[config.mk]
export PLATFORM = sky130hd
export DESIGN_NAME = rf_wb_queue
export DESIGN_NICKNAME = d
export VERILOG_FILES = /design/src/rtl/rf_wb_queue.sv
export SDC_FILE = /design/constraint.sdc
export NUM_CORES = 1
export LEC_CHECK = 0
export CAP_MARGIN = 0
export CORE_MARGIN = 2
export CORE_UTILIZATION = 56
export CTS_CLUSTER_DIAMETER = 120
export CTS_CLUSTER_SIZE = 8
export DETAILED_ROUTE_END_ITERATION = 6
export PLACE_DENSITY = 0.86
export SLEW_MARGIN = 30
export SYNTH_ARGS = -nofsm -noshare
export SYNTH_HDL_FRONTEND = slang
export SYNTH_SLANG_ARGS = --single-unit
[constraint.sdc]
create_clock -name clk -period 7.9 [get_ports clk]
set_input_delay 1.58 -clock clk [delete_from_list [all_inputs] [get_ports clk]]
set_output_delay 1.58 -clock clk [all_outputs]
set_load 0.05 [all_outputs]
[src/rtl/rf_wb_queue.sv]
// ---------------------------------------------------------------------------
// rf_wb_queue
//   Write-back queue between the datapath write-back stage and the register
//   file write port. Requests are accepted on a valid/ready handshake,
//   buffered in order in a circular buffer, and drained at most one per
//   cycle into the RF. An optional forwarding lookup lets the read side see
//   values that are queued but not yet committed.
//
//   Build option: define WBQ_FWD_EN to compile in the forwarding lookup.
//   When it is undefined, the hit/fwd outputs are tied to 0.
//
// Ports
//   clk       in   clock, all state updates on the rising edge
//   rst       in   synchronous active-high reset
//   in_valid  in   write-back request present
//   in_ready  out  queue can accept a request (count != DEPTH)
//   in_addr   in   [4:0]  destination register index
//   in_data   in   [31:0] destination register value
//   drain_en  in   permits draining the head entry this cycle
//   write     out  RF write enable
//   Rd_addr   out  [4:0]  RF write address (head entry, 0 when empty)
//   Rd_data   out  [31:0] RF write data (head entry, 0 when empty)
//   Rs_addr   in   [4:0]  lookup address from RF read port s
//   Rt_addr   in   [4:0]  lookup address from RF read port t
//   Rs_hit    out  a pending entry matches Rs_addr
//   Rt_hit    out  a pending entry matches Rt_addr
//   Rs_fwd    out  [31:0] youngest matching pending value for Rs_addr
//   Rt_fwd    out  [31:0] youngest matching pending value for Rt_addr
// ---------------------------------------------------------------------------
module rf_wb_queue #(
    parameter int DEPTH = 4
) (
    input  logic        clk,
    input  logic        rst,
    input  logic        in_valid,
    output logic        in_ready,
    input  logic [4:0]  in_addr,
    input  logic [31:0] in_data,
    input  logic        drain_en,
    output logic        write,
    output logic [4:0]  Rd_addr,
    output logic [31:0] Rd_data,
    input  logic [4:0]  Rs_addr,
    input  logic [4:0]  Rt_addr,
    output logic        Rs_hit,
    output logic        Rt_hit,
    output logic [31:0] Rs_fwd,
    output logic [31:0] Rt_fwd
);

    localparam int AW = $clog2(DEPTH);
    localparam logic [AW:0] FULL = (AW+1)'(DEPTH);

    logic [4:0]    addr_q [DEPTH];
    logic [31:0]   data_q [DEPTH];
    logic [AW-1:0] head_q, head_d;
    logic [AW-1:0] tail_q, tail_d;
    logic [AW:0]   count_q, count_d;

    logic push;
    logic pop;

    // in_ready depends on count only, so a full queue refuses a push even
    // when the head is popped in the same cycle.
    assign in_ready = (count_q != FULL);
    assign push     = in_valid && in_ready;
    assign write    = (count_q != '0) && drain_en && !rst;
    assign pop      = write;

    always_comb begin
        Rd_addr = '0;
        Rd_data = '0;
        if (count_q != '0) begin
            Rd_addr = addr_q[head_q];
            Rd_data = data_q[head_q];
        end
    end

    always_comb begin
        head_d  = head_q;
        tail_d  = tail_q;
        count_d = count_q;
        if (push) begin
            tail_d = tail_q + 1'b1;
        end
        if (pop) begin
            head_d = head_q + 1'b1;
        end
        case ({push, pop})
            2'b10:   count_d = count_q + 1'b1;
            2'b01:   count_d = count_q - 1'b1;
            default: count_d = count_q;
        endcase
    end

    always_ff @(posedge clk) begin
        if (rst) begin
            head_q  <= '0;
            tail_q  <= '0;
            count_q <= '0;
            for (int unsigned i = 0; i < DEPTH; i++) begin
                addr_q[i] <= '0;
                data_q[i] <= '0;
            end
        end else begin
            head_q  <= head_d;
            tail_q  <= tail_d;
            count_q <= count_d;
            if (push) begin
                addr_q[tail_q] <= in_addr;
                data_q[tail_q] <= in_data;
            end
        end
    end

`ifdef WBQ_FWD_EN
    // Scan oldest to youngest; a later match overwrites an earlier one so
    // the entry closest to tail wins.
    always_comb begin
        logic [AW-1:0] idx;
        Rs_hit = 1'b0;
        Rs_fwd = '0;
        Rt_hit = 1'b0;
        Rt_fwd = '0;
        idx    = '0;
        for (int unsigned i = 0; i < DEPTH; i++) begin
            idx = head_q + AW'(i);
            if ((AW+1)'(i) < count_q) begin
                if (addr_q[idx] == Rs_addr) begin
                    Rs_hit = 1'b1;
                    Rs_fwd = data_q[idx];
                end
                if (addr_q[idx] == Rt_addr) begin
                    Rt_hit = 1'b1;
                    Rt_fwd = data_q[idx];
                end
            end
        end
    end
`else
    logic unused_lookup;
    assign unused_lookup = ^{Rs_addr, Rt_addr};
    assign Rs_hit = 1'b0;
    assign Rt_hit = 1'b0;
    assign Rs_fwd = '0;
    assign Rt_fwd = '0;
`endif

endmodule
# Word-level counts from Yosys, hierarchy flattened
# Memory sizes are Yosys's and may differ from the RTL's. A register that Yosys moved wholly into a read port is not among the register bits.
# Index checks and enable logic that the tools add are counted.
dict set report word_totals {
  rom_bits 0
  latchBits 0
  mem_bits_rw 148
  n_memories 2
  out_inout_bits 105
  ff_bits 7
}
# memory words width read_ports rd_clocked_by_memory_dff wr line_no
set memory_table {}
lappend memory_table {data_q 4 32 1 1 4 55} ;# logic [31:0] data_q [DEPTH];
lappend memory_table {addr_q 4 5 1 1 4 54} ;# logic [4:0] addr_q [DEPTH];
dict set report classes {
  n_mul 0
  bitwise_logic 0
  n_mux 18
  add_sub_neg 4
  magnitude_cmp 0
  shift 0
  n_eq_ne 3
  n_reduce_logical 8
  n_div 0
}
# op count
set ops {}
lappend ops {{two-way mux 32 bit} 2}
lappend ops {{OR reduction 32 bit} 1}
lappend ops {{two-way mux 2 bit} 6}
lappend ops {{two-way mux 5 bit} 2}
lappend ops {{two-way mux 1 bit} 7}
lappend ops {{case mux 3 bit (2 select lines)} 1}
lappend ops {{OR reduction 5 bit} 1}
lappend ops {{adder 2 x 1 -> 2 bit (second input constant)} 2}
lappend ops {{adder 3 x 1 -> 3 bit (second input constant)} 1}
lappend ops {{logical AND 1 bit} 3}
lappend ops {{!= test 3 bit (second input constant)} 1}
lappend ops {{nonzero test 3 bit} 1}
lappend ops {{subtractor 3 x 1 -> 3 bit (second input constant)} 1}
lappend ops {{== test 2 x 1 -> 1 bit (second input constant)} 1}
lappend ops {{== test 2 bit (second input constant)} 1}
lappend ops {{nonzero test 2 bit} 1}
lappend ops {{logical NOT 1 bit} 1}

# Longest topological paths before layout
# Gate-level depths: netlist (run 1).
dict set report logic_depth {
  ltp_word 7
  ltp_mapped 9
  depth_no_buf 9
}

# Worst setup path after synthesis (run 1)
# OpenSTA, ideal clock, no wires.
dict set report synth_timing {
  kind {input port to output port}
  start {in rst}
  end {out write}
  required_ns 6.320
  slack_ns 3.677
  path_stages 3
  n_path_buf 2
  arrival_ns 2.643
  cell_sequence {buf_2 > clkbuf_1 > nor2_1}
}
dict set report synth_between {
  elab_chain_len 2
}
# element line_no
set synth_lines {}
lappend synth_lines {{from (decl)} 34} ;# input logic rst,
lappend synth_lines {{logical NOT 1 bit} 67} ;# assign write = (count_q != '0) && drain_en && !rst;
lappend synth_lines {{logical AND 1 bit} 67}
lappend synth_lines {{to (decl)} 40} ;# output logic write,
# No other way between the ends.

# Final worst setup path (run 1)
# Ends and elaborated chain as after synthesis.

==> results of run 1 <==
[area by class of cell]
cell class / instances / share of cell area [%]
Clock buffer: 19 / 4.82
Multi-Input combinational cell: 328 / 29.0
Clock inverter: 13 / 2.19
Sequential cell: 157 / 51.5
Timing Repair Buffer: 89 / 9.86
Tap cell: 176 / 2.45
Inverter: 5 / 0.209
[power by group]
group          leakage, uW  switching [uW]  internal [uW]
Clock             0.000300             311            556
Sequential         0.00162            34.8            980
Combinational      0.00140             438            243
Total              0.00331             784           1780
[tightest hold or removal path: cells and delay by family (launching register included)]
kind           cells  cell delay, ns
AO/OA/AOI/OAI      2            0.14
flip-flops         1            0.30
[how the worst max path moves through the flow]
stage	from	end
floorplan	rst	write
global placement	rst	write
detailed placement	rst	write
CTS	rst	write
global route	rst	write
finish	rst	write
[per-stage QoR]
stage | hold slack, ns | std cells | setup slack, ns | total power [uW]
floorplan | 0.459 | 584 | 3.68 | 1540
global placement | 0.460 | 753 | 2.83 | 1700
detailed placement | 0.473 | 754 | 2.77 | 1710
CTS | 0.483 | 786 | 2.78 | 2570
global route | 0.531 | 787 | 2.63 | 2650
finish | 0.483 | 787 | 2.74 | 2560
[synthesized netlist by cell type, types with 2 or more instances]
library cell	number
o21ai_0	3
nand2_1	3
inv_1	4
nor2_1	6
buf_4	74
mux4_2	37
xor2_1	3
o21bai_1	2
a21oi_1	4
dfxtp_1	9
and2_1	148
buf_2	6
nor3_2	2
clkbuf_1	12
edfxtp_1	148
or3_1	4
nor2b_1	38
buf_6	2
[flip-flops by register name (all words and copies together), names as in the netlist, named ones only]
register	cells
data_q	128
head_q	2
count_q	3
tail_q	2
addr_q	20
[cells by family (layout without fill, tap and decap cells)]
group                      after synthesis  count (layout)
AOI/OAI and AO/OA                       12              12
other                                    1              66
DFF                                    157             157
buffers and inverters                   99             126
and+or+nand+nor                        208             208
adders and majority gates                2               2
xor gates and xnor gates                 3               3
muxes                                   37              37
[layer usage]
layer	vias up	track usage, %	wire [um]
li1	1865	-	-
met5	-	0	12
met2	163	36.2	7710
met4	2	9.08	266
met1	2045	25.0	5490
met3	28	5.61	1010
==> flow_metrics.env, run 1 <==
export IMPL_status="complete, no violations"
export IMPL_htree_levels=4
export IMPL_finalSetupTns_ns=0
export IMPL_power_leakage_uw=0.00331
export IMPL_num_vias=4103
export IMPL_ioPinCount=156
export IMPL_grt_pass1_vias=4191
export IMPL_drcViolationCount=0
export IMPL_cp_top_family="buffers and inverters"
export IMPL_rows=42
export IMPL_crit_top_cell="clkdlybuf4s50_1"
export IMPL_synth_xor_area_share_pct=0.346
export IMPL_crit_slowest_cell="clkdlybuf4s50_1"
export IMPL_root_buffer="clkbuf_16"
export IMPL_cts_buffer_depth=2
export IMPL_rsz0062_at_grt="false"
export IMPL_die_x_um=120
export IMPL_hold_depth=2
export IMPL_die_h_um=120
export IMPL_synth_top_cell_by_area="edfxtp_1"
export IMPL_pwr_density_cell_nw_per_um2=285
export IMPL_synth_area_leaders="edfxtp_1 (59%), and2_1 (12%), mux4_2 (11%), buf_4 (7.3%), nor2b_1 (3.1%)"
export IMPL_ant_nets=0
export IMPL_n_antenna_cell=0
export IMPL_fin_crit_sh_pct=65.4
export IMPL_worst_slew_pin_slew_ns=0.792
export IMPL_wirelength_um=14500
export IMPL_synth_simple_gate_area_share_pct=17.4
export IMPL_syn_avg_cell_area_um2=14.6
export IMPL_slew_headroom_pct=47.0
export IMPL_die_area_um2=14500
export IMPL_ys_seq_elements=157
export IMPL_synth_compound_area_share_pct=0.990
export IMPL_synth_fa_ha_area_share_pct=0.429
export IMPL_grt_pass1_wl_um=22100
export IMPL_drt_first_pass_iters=5
export IMPL_layout_min_cycle_time_ns=5.16
export IMPL_slew_viol_final=0
export IMPL_crit_type="primary input to output port"
export IMPL_synth_flop_cell="edfxtp_1"
export IMPL_ctsResizeCount=0
export IMPL_arrival_ns=3.58
export IMPL_skew_ns=0.00622
export IMPL_path_clk_slew_ns=0.06
export IMPL_clk_latency_ns=0.42
export IMPL_fin_area_um2=8980
export IMPL_hpwl_um=8370
export IMPL_start_util_pct=57.3
export IMPL_final_nets=651
export IMPL_fillers=888
export IMPL_worst_r2r_endpoint="count_q[2]"
export IMPL_ys_seq_area_share_pct=61.0
export IMPL_synthCells=519
export IMPL_cp_max_fo=17
export IMPL_area_growth_pct=18.4
export IMPL_critPathCaptureType="output port"
export IMPL_rr_startpoint="count_q[2]"
export IMPL_core_area_um2=13200
export IMPL_cts_made_buffers=17
export IMPL_ys_warn_count=0
export IMPL_finalWeightedCongestion=0.755
export IMPL_drive_gt1_share_pct=14.6
export IMPL_worst_ep_required_time_ns=6.32
export IMPL_cp_depth=3
export IMPL_cpPeakStageDelay_ns=0.85
export IMPL_avgRoutedWirePerCell_um=18.4
export IMPL_grt_start_max_net_pins=38
export IMPL_regArea_um2=4630
export IMPL_synth_top_area_share_pct=58.6
export IMPL_synth_distinct_cells=32
export IMPL_fmax_mhz=194
export IMPL_grt_overflow_total=0
export IMPL_drt_initial_drc_count=257
export IMPL_synth_edf_count=148
export IMPL_cp_start_kind="primary input"
export IMPL_cts_sinks=157
export IMPL_hold_start="head_q[1]"
export IMPL_most_common_layout_cells="and2_1 (148), edfxtp_1 (148), clkdlybuf4s50_1 (79)"
export IMPL_reg2regPathDepth=9
export IMPL_synthMuxAreaShare_pct=11.0
export IMPL_utilization_pct=67.8
export IMPL_finalHoldViolCount=0
export IMPL_cp_num_buf_inv=2
export IMPL_setup_viol=0
export IMPL_ys_async_sr_fraction_pct=0
export IMPL_drv_cap=0
export IMPL_ff2ff_setup_slack_ns=5.14
export IMPL_synth_top_family_by_area="simple AND/OR/NAND/NOR gates"
export IMPL_post_cts_buffers=0
export IMPL_path_cells="clkdlybuf4s50_1, nor2_1, clkdlybuf4s50_1"
export IMPL_cts_tree="built"
export IMPL_hp_class="register to register"
export IMPL_io_buffers=79
export IMPL_multi_input_area_um2=2600
export IMPL_grt_util_all_layers_pct=21.0
export IMPL_ir_worst_vdd_mv=0.184
export IMPL_dpl_cell_area_um2=8340
export IMPL_via_per_inst=5.21
export IMPL_cts_hold_buf=0
export IMPL_synth_area_um2=7580
export IMPL_antenna_found_initial=1
No activity file was read; power rests on OpenSTA's default activity.
==> inputs of run 2 (changes only) <==
Settings changed: CORE_UTILIZATION 56 to 47, PLACE_DENSITY 0.86 to 0.77.
Clock period 7.9 ns to 4.2 ns, I/O delays scaled along.
==> run 2 against run 1 <==
Effect of this change:
- setup slack got worse by 2.1 ns
- clock power increased by 73%
- die area increased by 18%
- register-to-register slack got worse by 3.6 ns
- sequential share of layout area about the same
- hold slack improved by 0.011 ns
- global-route usage decreased by 2.9 points
- via count decreased by 0.46%
==> flow_metrics.env, run 2 (synthesis gave the netlist of run 1 again) <==
export IMPL_grt_start_max_net_pins=40
export IMPL_grt_util_all_layers_pct=18.1
export IMPL_start_util_pct=47.9
export IMPL_crit_type="register to output port"
export IMPL_wirelength_um=14800
export IMPL_root_buffer="clkbuf_16"
export IMPL_hp_class="register to register"
export IMPL_net_switching_power_uw=1470
export IMPL_drive_gt1_share_pct=15.3
export IMPL_finalHoldViolCount=0
export IMPL_netSwitchingFraction_pct=31.3
export IMPL_drv_cap=0
export IMPL_skew_ns=0.00687
export IMPL_arrival_ns=2.71
export IMPL_reg_top3="data_q: 128 flops, addr_q: 20 flops, count_q: 3 flops"
export IMPL_cts_made_buffers=17
export IMPL_slew_headroom_pct=47.8
export IMPL_drt_first_pass_iters=4
export IMPL_final_nets=655
export IMPL_largest_reg_flops=128
export IMPL_io_buffers=79
export IMPL_drt_initial_drc_count=240
export IMPL_status="complete, no violations"
export IMPL_ctsResizeCount=0
export IMPL_num_vias=4084
export IMPL_avgRoutedWirePerCell_um=17.8
export IMPL_layout_setup_ws_ns=0.652
export IMPL_die_area_um2=17200
export IMPL_antenna_found_initial=1
export IMPL_rows=46
export IMPL_worst_ep_required_time_ns=3.36
export IMPL_hpwl_um=8790
export IMPL_post_cts_buffers=0
export IMPL_via_per_inst=4.92
export IMPL_seqPwrFrac_pct=40.4
export IMPL_worst_slew_pin_slew_ns=0.781
export IMPL_power_leakage_uw=0.00330
export IMPL_rsz0062_at_grt="false"
export IMPL_htree_levels=4
export IMPL_cts_buffer_depth=2
export IMPL_die_x_um=131
export IMPL_grt_pass1_wl_um=22300
export IMPL_area_growth_pct=18.4
export IMPL_clk_latency_ns=0.42
export IMPL_fin_crit_sh_pct=84.5
export IMPL_grt_pass1_vias=4234
export IMPL_cp_start_kind="register"
export IMPL_internal_power_uw=3220
export IMPL_p_comb_share_pct=27.6
export IMPL_ant_nets=0
export IMPL_finalWeightedCongestion=0.745
export IMPL_cts_hold_buf=0
export IMPL_cts_sinks=157
export IMPL_cp_max_fo=20
export IMPL_ioPinCount=156
export IMPL_critPathCaptureType="output port"
export IMPL_ir_worst_vdd_mv=0.264
export IMPL_slew_viol_final=0
export IMPL_top_register="data_q"
export IMPL_most_common_layout_cells="and2_1 (148), edfxtp_1 (148), clkdlybuf4s50_1 (79)"
export IMPL_core_area_um2=15800
export IMPL_path_clk_slew_ns=0.06
export IMPL_cts_tree="built"
export IMPL_dp_slack_ns=0.912
export IMPL_grt_overflow_total=0
export IMPL_setup_viol=0
export IMPL_drcViolationCount=0
export IMPL_fmax_mhz=282
export IMPL_pwr_density_cell_nw_per_um2=522
export IMPL_finalSetupTns_ns=0
export IMPL_layout_min_cycle_time_ns=3.55
export IMPL_die_h_um=131
export IMPL_clkPwrFrac_pct=32.0
-- run 2: area by class of cell --
class                           instances  area, um^2
Fill cell                            1262        6840
Sequential cell                       157        4630
Multi-Input combinational cell        328        2590
Timing Repair Buffer                   93         896
Clock buffer                           17         425
Tap cell                              216         270
Clock inverter                         13         151
Inverter                                5        18.8
Antenna cell                            1        2.50
-- run 2: metal layers --
layer | share of wire [%] | track usage [%]
met1 | 40 | 21.5
met2 | 53 | 31.8
met3 | 5.3 | 5.01
met4 | 1.7 | 6.26
met5 | 0 | 0
-- run 2: metrics by stage --
| step | instances | util [%] | hold slack, ns | total power [uW] | cell area [um^2] |
|---|---|---|---|---|---|
| floorplan | 584 | - | 0.459 | 2900 | 7830 |
| global placement | 799 | 53.0 | 0.476 | 3210 | 8390 |
| detailed placement | 799 | 53.0 | 0.477 | 3230 | 8390 |
| CTS | 829 | 56.7 | 0.492 | 4730 | 8970 |
| global route | 829 | 56.7 | 0.530 | 4860 | 8980 |
| finish | 830 | 56.8 | 0.494 | 4690 | 8980 |
-- run 2: path summary, 6_finish.rpt --
kind / endpoint / slack, ns / startpoint / cells past startpoint
max: Rd_data[1] / 0.65 / register / 4
min: register / 0.49 / head_q[1] / 2
max reg2reg: count_q[2] / 1.55 / count_q[2] / 9
min reg2reg: register / 0.49 / head_q[1] / 2
-- run 2: power groups by stage --
stage               sequential (uW)  combinational, uW  clock, uW
finish                         1890               1290       1500
global route                   1910               1370       1580
CTS                            1900               1310       1520
detailed placement             1930               1310          0
global placement               1920               1300          0
floorplan                      1900                999          0
-- run 2: worst max-delay path, cell delays in order (launching register included) --
cell             delay, ns
dfxtp_2               0.71
buf_4                 0.31
mux4_2                0.20
nor2b_1               0.22
clkdlybuf4s50_1       0.85
